**src/rtl/multi_channel_counter.sv**
```systemverilog
// Bank of independent up/down counters with programmable terminal value,
// sticky overflow/underflow flags and a one-cycle terminal-count pulse.
module multi_channel_counter #(
    parameter int WIDTH    = 4,
    parameter int CHANNELS = 2,
    parameter int SATURATE = 0
) (
    input  logic                         clock,
    input  logic                         reset,
    input  logic [CHANNELS-1:0]          enable,
    input  logic [CHANNELS-1:0]          up,
    input  logic [CHANNELS-1:0]          load,
    input  logic [CHANNELS*WIDTH-1:0]    load_value,
    input  logic [CHANNELS*WIDTH-1:0]    limit,
    input  logic [CHANNELS-1:0]          flag_clear,
    output logic [CHANNELS*WIDTH-1:0]    count,
    output logic [CHANNELS-1:0]          overflow,
    output logic [CHANNELS-1:0]          underflow,
    output logic [CHANNELS-1:0]          tc_pulse,
    output logic                         any_flag
);

    genvar gi;
    generate
        for (gi = 0; gi < CHANNELS; gi++) begin : g_ch
            logic [WIDTH-1:0] r_count;
            logic             r_overflow;
            logic             r_underflow;
            logic             r_tc_pulse;

            logic [WIDTH-1:0] w_limit;
            logic [WIDTH-1:0] w_load_value;
            logic [WIDTH-1:0] w_next;
            logic             w_up_term;
            logic             w_dn_term;

            assign w_limit      = limit[gi*WIDTH +: WIDTH];
            assign w_load_value = load_value[gi*WIDTH +: WIDTH];

            // Load masks counting, so a load never produces a terminal event.
            assign w_up_term = enable[gi] & up[gi] & ~load[gi] & (r_count >= w_limit);
            assign w_dn_term = enable[gi] & ~up[gi] & ~load[gi] & (r_count == '0);

            always_comb begin
                w_next = r_count;
                if (load[gi]) begin
                    w_next = w_load_value;
                end else if (enable[gi]) begin
                    if (up[gi]) begin
                        if (w_up_term)
                            w_next = (SATURATE != 0) ? w_limit : '0;
                        else
                            w_next = r_count + WIDTH'(1);
                    end else begin
                        if (w_dn_term)
                            w_next = (SATURATE != 0) ? '0 : w_limit;
                        else
                            w_next = r_count - WIDTH'(1);
                    end
                end
            end

            // Set has priority over a simultaneous clear.
            always_ff @(posedge clock) begin
                if (reset) begin
                    r_count     <= '0;
                    r_overflow  <= 1'b0;
                    r_underflow <= 1'b0;
                    r_tc_pulse  <= 1'b0;
                end else begin
                    r_count     <= w_next;
                    r_overflow  <= w_up_term | (r_overflow  & ~flag_clear[gi]);
                    r_underflow <= w_dn_term | (r_underflow & ~flag_clear[gi]);
                    r_tc_pulse  <= w_up_term | w_dn_term;
                end
            end

            assign count[gi*WIDTH +: WIDTH] = r_count;
            assign overflow[gi]             = r_overflow;
            assign underflow[gi]            = r_underflow;
            assign tc_pulse[gi]             = r_tc_pulse;
        end
    endgenerate

    assign any_flag = |(overflow | underflow);

endmodule

```
**config.mk**
```make
export PLATFORM = sky130hd
export DESIGN_NAME = multi_channel_counter
export DESIGN_NICKNAME = d
export VERILOG_FILES = /design/src/rtl/multi_channel_counter.sv
export SDC_FILE = /design/constraint.sdc
export NUM_CORES = 1
export LEC_CHECK = 0
export ABC_CLOCK_PERIOD_IN_PS = 2700
export BUFFER_PORTS_ARGS = -buffer_cell sky130_fd_sc_hd__buf_4
export CAP_MARGIN = 40
export CORE_MARGIN = 1.5
export CORE_UTILIZATION = 54
export DETAILED_ROUTE_END_ITERATION = 16
export PLACE_DENSITY = 0.84
export SLEW_MARGIN = 15
export SYNTH_ARGS = -nofsm -noshare
export SYNTH_HDL_FRONTEND = slang
export SYNTH_SLANG_ARGS = --single-unit
```
**constraint.sdc**
```tcl
create_clock -name clock -period 2.7 [get_ports clock]
set_input_delay 0.54 -clock clock [delete_from_list [all_inputs] [get_ports clock]]
set_output_delay 0.54 -clock clock [all_outputs]
set_load 0.1 [all_outputs]
```
==> flow_summary_export.csv, run 1 <==
group,metric,value,unit
timing,max_freq,0.456,GHz
yosys,yosysUniqueCellTypes,48,
flow_run,cap_viol_max_count,0,
floorplanning,die_h,51.4,um
yosys,yosys_warnings,0,
drt,drtIter0Drc,21,
drt,post-route-drc-count,0,
drt,wire_per_inst,14.2,um
pwr,p_leak,0.000727,uW
clock_network,numCtsBuffers,3,
setup_path,critPathMaxFanout,7,
clock_network,clock_latency,0.29,ns
clock_network,cts_sinks,14,
layout,antenna_cells,0,
worst_hold_path,hold_class,"flop to flop",
drt,viasPerCell,6.02,
layout,finalNetCount,230,
clock_network,cts_tree,"yes",
status,status,"complete, no violations",
timing,tightest_slew,0.402,ns
yosys,synth-xor-area-share,4.16,%
clock_network,cts_root_buffer,"clkbuf_4",
pwr,p_seq_share,33.8,%
layout,drive_above_1_share,27.5,%
global_route,antenna_found_initial,0,
yosys,synth-seq-cells,14,
yosys,synth_compound_area_share,24.4,%
timing,timing.hold.ws,0.487,ns
yosys,synth_top_cell_by_area,"dfxtp_1",
pwr,p_int,420,uW
drt,ant_nets,0,
yosys,synth.net_count,196,
drt,routed_wl,3.09,mm
yosys,synthCells,156,
pwr,switching_power,314,uW
clock_network,cts_setup_buffers,0,
timing,skew,0.00616,ns
yosys,synth-adder-area-share,13.9,%
place,portBuffers,40,
timing,layout_setup_ws,0.509,ns
timing,setup_viol,0,
global_route,grt_pass1_vias,1129,
floorplanning,die_x,51.4,um
place,place_ws,0.478,ns
pwr,p_per_area,469,nW/um2
yosys,synth_common_cells,"18 x a21oi_1, 14 x dfxtp_1, 14 x ha_1, 14 x inv_1, 10 x nand2_1",
timing,final.setup.tns,0,ns
clock_network,path_clk_slew,0.09,ns
global_route,grt_overflow,0,
clock_network,ctsResizeCount,0,
yosys,ys_seq_area_share,22.2,%
yosys,synth_top_cell_area_share,22.2,%
floorplanning,rows,17,
yosys,synthArstFlopShare,0,%
setup_path,start_kind,"flop",
place,dp_hpwl,2.41,mm
global_route,track_usage,26.0,%
drt,drt_pass1_iterations,5,
yosys,yosysMostFrequentCell,"a21oi_1",
setup_path,crit_arrival,2.40,ns
floorplanning,boundaryPins,41,
layout,syn_to_final_growth,24.0,%
yosys,yosys-top-cells-area,"dfxtp_1 22%, ha_1 14%, a21oi_1 7.1%, buf_4 4.2%, inv_1 4.2%",
place,place.gp.congestion,0.914,
clock_network,h-tree-depth,1,
drt,vias,1306,
timing,slew_viol_final,0,
timing,rsz0062_at_grt,"false",
timing,hold_viol,0,
pwr,swShare,42.8,%
timing,relSlewSlack,73.2,%
timing,period_share,81.1,%
yosys,synth-simple-area-share,23.2,%
pwr,p_comb_share,45.4,%
yosys,synth_top_flop_cell,"dfxtp_1",
yosys,synth-edff-count,0,
floorplanning,start_util,57.1,%
setup_path,end_kind,"flop",
setup_path,required,2.91,ns
clock_network,cts_max_path_buffers,2,
floorplanning,core-area,2210,um2
timing,min_period,2.19,ns
setup_path,critPathKind,"flop to flop",
clock_network,cts_hold_buf,0,
setup_path,regToRegSetupSlack,0.51,ns
pwr,irDropWorstVdd,0.432,mV
global_route,grt_max_degree,17,
global_route,grt_first_pass_wirelength,5.11,mm
pwr,clockPowerShare,20.9,%
yosys,netlist_area,1260,um2
yosys,synthMuxAreaShare,2.38,%
floorplanning,die-area,2640,um2
yosys,synth.avg_cell_area,8.10,um2
yosys,synth_top_family_by_area,"compound AO/OA/AOI/OAI gates",
==> worst paths after layout <==
| path | endpoint | from | cells past startpoint |
|---|---|---|---|
| worst max-delay path | g_ch[1].r_count[0] | g_ch[1].r_count[0] | 7 |
| worst min-delay path | g_ch[1].r_underflow | g_ch[1].r_underflow | 2 |
| worst min register to register | g_ch[1].r_underflow | g_ch[1].r_underflow | 2 |
| worst max register to register | g_ch[1].r_count[0] | g_ch[1].r_count[0] | 7 |
==> metal layers <==
metal	track usage, %	part of all wire [%]	up-vias
met5	0	0	-
met3	7.31	7.7	5
li1	-	-	629
met2	39.5	47	63
met4	11.8	1.3	0
met1	33.8	44	609
==> worst max-delay path: stages, from the launching register on <==
cell	delay (ns)
dfxtp_1	0.48
inv_1	0.14
ha_1	0.30
nand2b_4	0.14
a2111o_1	0.50
nand4_2	0.15
o2111ai_1	0.15
a221oi_2	0.24
==> area by class of cell <==
| class | count | area (um2) |
|---|---|---|
| Multi-Input combinational cell | 116 | 858 |
| Fill cell | 177 | 646 |
| Timing Repair Buffer | 40 | 300 |
| Sequential cell | 14 | 280 |
| Inverter | 15 | 56.3 |
| Clock buffer | 4 | 36.3 |
| Tap cell | 28 | 35.0 |
==> flip-flops by register name (all words and copies together), names as in the netlist <==
name / flops
g_ch.r_count: 8
g_ch.r_overflow: 2
g_ch.r_tc_pulse: 2
g_ch.r_underflow: 2
==> power groups by stage <==
stage	Sequential (uW)	Clock (uW)	Combinational [uW]
global route	250	170	358
floorplan	319	0	178
detailed placement	252	0	330
finish	248	153	333
global placement	250	0	324
CTS	247	158	332
==> placed cells by master, fill, tap and decap left out, drive strengths merged, types with 2 or more instances in the layout <==
master  synthesis  routed
nor3            5       5
nor2            5       5
nand2b          8       8
a211oi          3       3
xnor2           3       3
ha             14      14
o211ai          2       2
a221oi          2       2
a21oi          18      18
nand3b          2       2
nand2          11      11
o31ai           2       2
mux2i           3       3
o21ai           6       6
nand4           2       2
xor2            3       3
buf             9      40
a22oi           2       2
dfxtp          14      14
inv            15      15
nand3           6       6
a32oi           3       3
clkbuf          2       4
==> metrics by stage <==
stage / cell area [um2] / power [uW] / std cells / utilization (%)
finish: 1570 / 734 / 217 / 70.8
global route: 1570 / 778 / 217 / 70.8
CTS: 1570 / 737 / 217 / 70.8
detailed placement: 1530 / 582 / 213 / 69.2
global placement: 1530 / 574 / 213 / 69.2
floorplan: 1260 / 497 / 156 / -
==> logic make-up after synthesis <==
logic type / after synthesis
and+or+nand+nor: 47
xor gates and xnor gates: 6
AOI/OAI and AO/OA: 46
adders and majority gates: 14
DFF: 14
muxes: 3
buffers and inverters: 26
Power figures use the tool's default switching activity.
==> run 2, diff against run 1 <==
--- a/config.mk
+++ b/config.mk
@@ -5,13 +5,13 @@
 export SDC_FILE = /design/constraint.sdc
 export NUM_CORES = 1
 export LEC_CHECK = 0
-export ABC_CLOCK_PERIOD_IN_PS = 2700
+export ABC_CLOCK_PERIOD_IN_PS = 1800
 export BUFFER_PORTS_ARGS = -buffer_cell sky130_fd_sc_hd__buf_4
 export CAP_MARGIN = 40
 export CORE_MARGIN = 1.5
-export CORE_UTILIZATION = 54
+export CORE_UTILIZATION = 46
 export DETAILED_ROUTE_END_ITERATION = 16
-export PLACE_DENSITY = 0.84
+export PLACE_DENSITY = 0.76
 export SLEW_MARGIN = 15
 export SYNTH_ARGS = -nofsm -noshare
 export SYNTH_HDL_FRONTEND = slang
==> constraint.sdc (replaced) <==
create_clock -name clock -period 1.8 [get_ports clock]
set_input_delay 0.36 -clock clock [delete_from_list [all_inputs] [get_ports clock]]
set_output_delay 0.36 -clock clock [all_outputs]
set_load 0.1 [all_outputs]
==> flow_summary_export.csv, run 2 (synthesis gave the netlist of run 1 again) <==
group,metric,value,unit
status,status,"complete, no violations",
timing,min_period,1.79,ns
setup_path,end_kind,"flop",
timing,rsz0062_at_grt,"true",
floorplanning,core-area,2540,um2
global_route,antenna_found_initial,0,
floorplanning,start_util,49.7,%
global_route,grt_first_pass_wirelength,5.35,mm
timing,tightest_slew,0.280,ns
setup_path,critPathKind,"flop to flop",
layout,finalNonFillerCells,224,
pwr,irDropWorstVdd,0.457,mV
drt,drtIter0Drc,28,
layout,mostFrequentLayoutCell,"buf_4",
drt,wire_per_inst,14.4,um
global_route,track_usage,21.0,%
timing,setup_viol,0,
floorplanning,die-area,3070,um2
drt,post-route-drc-count,0,
timing,period_share,99.2,%
layout,largest_register,"g_ch.r_count",
place,portBuffers,40,
worst_hold_path,hold_class,"primary input to flop",
layout,largest_register_ffs,8,
clock_network,clock_latency,0.27,ns
setup_path,required,1.99,ns
layout,layout_common_cells,"45 x buf_4, 17 x a21oi_1, 13 x ha_1",
timing,slew_viol_final,0,
global_route,grt_max_degree,17,
drt,vias,1311,
place,place.gp.congestion,0.928,
layout,syn_to_final_growth,32.4,%
timing,skew,0.00144,ns
place,dp_hpwl,2.60,mm
clock_network,cts_max_path_buffers,2,
layout,drive_above_1_share,37.6,%
layout,nFillCells,227,
floorplanning,boundaryPins,41,
drt,viasPerCell,5.85,
pwr,p_leak,0.000762,uW
clock_network,cts_root_buffer,"clkbuf_4",
drt,routed_wl,3.24,mm
floorplanning,die_x,55.4,um
floorplanning,rows,18,
clock_network,h-tree-depth,1,
setup_path,critPathMaxFanout,5,
pwr,p_per_area,673,nW/um2
drt,drt_pass1_iterations,5,
timing,final.setup.tns,0,ns
global_route,grt_pass1_vias,1268,
global_route,grt_overflow,0,
timing,relSlewSlack,81.1,%
setup_path,crit_arrival,1.97,ns
flow_run,cap_viol_max_count,0,
clock_network,numCtsBuffers,3,
setup_path,start_kind,"flop",
clock_network,cts_sinks,14,
drt,ant_nets,0,
layout,antenna_cells,0,
clock_network,cts_tree,"yes",
timing,max_freq,0.560,GHz
layout,finalNetCount,235,
floorplanning,die_h,55.4,um
clock_network,path_clk_slew,0.08,ns
place,dp.cells,220,
timing,hold_viol,0,
## run 2: changes by cell type in the layout (fill, tap and decap cells not counted), sizes merged
cell	previous run	this run
buf	40	45
## run 2: final cells by class
| cell class | instances | area, um2 | area share (%) |
|---|---|---|---|
| Timing Repair Buffer | 45 | 338 | 20.2 |
| Sequential cell | 14 | 303 | 18.1 |
| Clock buffer | 4 | 36.3 | 2.17 |
| Multi-Input combinational cell | 116 | 897 | 53.6 |
| Tap cell | 30 | 37.5 | 2.24 |
| Inverter | 15 | 61.3 | 3.66 |
## run 2: routing by layer
metal  up-vias  track usage [%]  part of all wire, %  wire length, um
met5         -                0                    0                0
li1        637                -                    -                -
met4         0             8.01                  1.6               53
met3         6             4.68                  6.5              211
met1       623             23.3                   40             1310
met2        45             38.4                   51             1660
## run 2: power breakdown
group	leakage (uW)	internal, uW	switching, uW
Clock	0.0000210	123	101
Sequential	0.000119	332	40.3
Combinational	0.000622	194	336
## run 2: path summary, 6_finish.rpt
kind	depth (start not counted)	slack (ns)	from	endpoint
setup / recovery	7	0.01	g_ch[1].r_count[0]	g_ch[1].r_count[0]
hold / removal	3	0.35	flag_clear[0]	g_ch[0].r_underflow
setup reg to reg	7	0.01	g_ch[1].r_count[0]	g_ch[1].r_count[0]
hold reg to reg	2	0.49	g_ch[1].r_underflow	g_ch[1].r_underflow
## run 2: metrics by stage
step | total power, uW | hold slack, ns | setup WS [ns] | util (%) | instance area, um2
floorplan | 758 | 0.417 | -0.0931 | - | 1310
global placement | 887 | 0.478 | -0.00826 | 63.7 | 1620
detailed placement | 899 | 0.478 | -0.0615 | 63.7 | 1620
CTS | 1120 | 0.337 | 0.0307 | 65.1 | 1660
global route | 1190 | 0.334 | -0.0471 | 65.7 | 1670
finish | 1130 | 0.348 | 0.0150 | 65.7 | 1670
## run 2: worst max-delay path: stages (launching register included)
cell and delay, ns:
dfxtp_4 0.36, inv_4 0.07, ha_4 0.19, nand2b_4 0.13, a2111o_1 0.47, nand4_2 0.13
o2111ai_2 0.11, a221oi_2 0.25
## run 2: timing repair
action                                  CTS  global route
hold buffers                              0             0
buffers inserted                          0             0
gates resized for setup                   0             3
hold endpoints to repair                  0             0
endpoints found under the setup margin    0             3
==> run 3, diff against run 2 <==
--- a/config.mk
+++ b/config.mk
@@ -11,6 +11,7 @@
 export CORE_MARGIN = 1.5
 export CORE_UTILIZATION = 46
 export DETAILED_ROUTE_END_ITERATION = 16
+export GPL_TIMING_DRIVEN = 0
 export PLACE_DENSITY = 0.76
 export SLEW_MARGIN = 15
 export SYNTH_ARGS = -nofsm -noshare
==> flow_summary_export.csv, run 3 (synthesis gave the netlist of run 1 again) <==
group,metric,value,unit
status,status,"complete, no violations",
clock_network,h-tree-depth,1,
pwr,switching_power,470,uW
setup_path,critPathTopFamily,"compound AO/OA/AOI/OAI gates",
drt,routed_wl,3.05,mm
floorplanning,start_util,49.7,%
timing,period_share,99.9,%
layout,finalNonFillerCells,232,
timing,rsz0062_at_grt,"true",
pwr,p_int,652,uW
drt,drt_pass1_iterations,4,
timing,slew_viol_final,0,
setup_path,crit_arrival,1.99,ns
clock_network,cts_hold_buf,0,
clock_network,clock_latency,0.28,ns
drt,viasPerCell,5.70,
pwr,swShare,41.9,%
floorplanning,core-area,2540,um2
setup_path,cpPeakStageDelay,0.47,ns
timing,final.setup.tns,0,ns
floorplanning,boundaryPins,41,
place,dp.cells,225,
pwr,p_per_area,655,nW/um2
pwr,p_comb_share,47.4,%
timing,relSlewSlack,72.4,%
floorplanning,die-area,3070,um2
global_route,grt_first_pass_wirelength,5.09,mm
clock_network,numCtsBuffers,3,
timing,setup_viol,0,
global_route,grt_use_met2,35.2,%
clock_network,cts_max_path_buffers,2,
layout,drive_above_1_share,38.1,%
clock_network,cts_tree,"yes",
setup_path,start_kind,"flop",
global_route,grt_pass1_vias,1204,
place,place.gp.congestion,0.876,
global_route,use_met1,25.1,%
setup_path,critPathSlowestCell,"a2111o_1",
clock_network,path_clk_slew,0.08,ns
worst_hold_path,hold_class,"primary input to flop",
setup_path,end_kind,"flop",
layout,final_area,1710,um2
timing,skew,0.00289,ns
drt,drtIter0Drc,45,
setup_path,cp.buffers_inverters,1,
flow_run,cap_viol_max_count,0,
setup_path,critPathKind,"flop to flop",
pwr,irDropWorstVdd,0.443,mV
setup_path,required,1.99,ns
drt,ant_nets,0,
floorplanning,die_h,55.4,um
drt,vias,1323,
layout,nFillCells,227,
timing,min_period,1.80,ns
setup_path,critPathMaxFanout,5,
layout,antenna_cells,0,
layout,syn_to_final_growth,35.6,%
layout,mostFrequentLayoutCell,"buf_4",
global_route,top_usage_layer,"met2",
place,dp_hpwl,2.41,mm
setup_path,cp_cell_sequence,"inv_4 > ha_4 > nand2b_4 > a2111o_1 > nand4_2 > o2111ai_2 > a221oi_2",
pwr,clockPowerShare,19.8,%
pwr,total_power,1120,uW
clock_network,cts_root_buffer,"clkbuf_4",
floorplanning,rows,18,
layout,largest_register,"g_ch.r_count",
global_route,grt_max_degree,11,
drt,wire_per_inst,13.1,um
timing,max_freq,0.556,GHz
place,place_area,1640,um2
layout,largest_register_ffs,8,
global_route,track_usage,20.2,%
timing,tightest_slew,0.414,ns
layout,finalNetCount,243,
pwr,p_leak,0.000792,uW
drt,post-route-drc-count,0,
global_route,grtUsageMet3,3.75,%
timing,hold_viol,0,
clock_network,cts_sinks,14,
global_route,antenna_found_initial,0,
pwr,p_seq_share,32.8,%
place,portBuffers,39,
floorplanning,die_x,55.4,um
layout,layout_common_cells,"49 x buf_4, 17 x a21oi_1, 13 x ha_1",
global_route,grt_overflow,0,
run 3: changes by cell type in the layout (fill, tap and decap cells not counted):
cell / delta
buf_4: +4
clkbuf_1: +2
a211oi_1: +1
a211oi_2: -1
buf_1: +1
buf_2: +1
run 3: power groups by stage:
stage	clock (uW)	combinational (uW)	sequential [uW]
CTS	235	526	368
detailed placement	0	516	377
finish	222	532	368
floorplan	0	275	484
global placement	0	510	376
global route	252	572	372
run 3: timing repair:
item,CTS,global route
pin swaps,3,2
resized for setup,0,2
setup buffers,3,0
endpoints found under the setup margin,1,4
run 3: path summary, 6_finish.rpt:
kind / startpoint / endpoint / slack [ns] / cells past startpoint
max: g_ch[1].r_count[0] / g_ch[1].r_count[0] / 0.001 / 7
min: reset / g_ch[1].r_count[0] / 0.27 / 2
max reg2reg: g_ch[1].r_count[0] / g_ch[1].r_count[0] / 0.001 / 7
min reg2reg: g_ch[1].r_overflow / g_ch[1].r_overflow / 0.50 / 2
run 3: per-layer routing:
layer	up-vias	part of all wire, %
met5	-	0
met4	0	0.33
met3	4	6.1
met2	44	50
met1	617	44
li1	658	-
run 3: final cells by class:
class                   count  area (um2)  area share [%]
well taps                  30        37.5            2.19
multi-input cells         116         892            52.0
repair buffers             42         315            18.4
plain buffers              11        68.8            4.01
flip-flops and latches     14         303            17.7
clock buffers               4        36.3            2.12
inverters                  15        61.3            3.58
run 3: stage by stage:
| stage | util, % | hold WS (ns) | setup slack (ns) |
|---|---|---|---|
| 5_1_grt | 67.4 | 0.269 | -0.0746 |
| 3_3_place_gp | 64.6 | 0.478 | -0.112 |
| 3_5_place_dp | 64.6 | 0.484 | -0.132 |
| 6_report | 67.4 | 0.275 | 0.00111 |
| 4_1_cts | 66.9 | 0.263 | -0.0534 |
| 2_1_floorplan | - | 0.417 | -0.0931 |
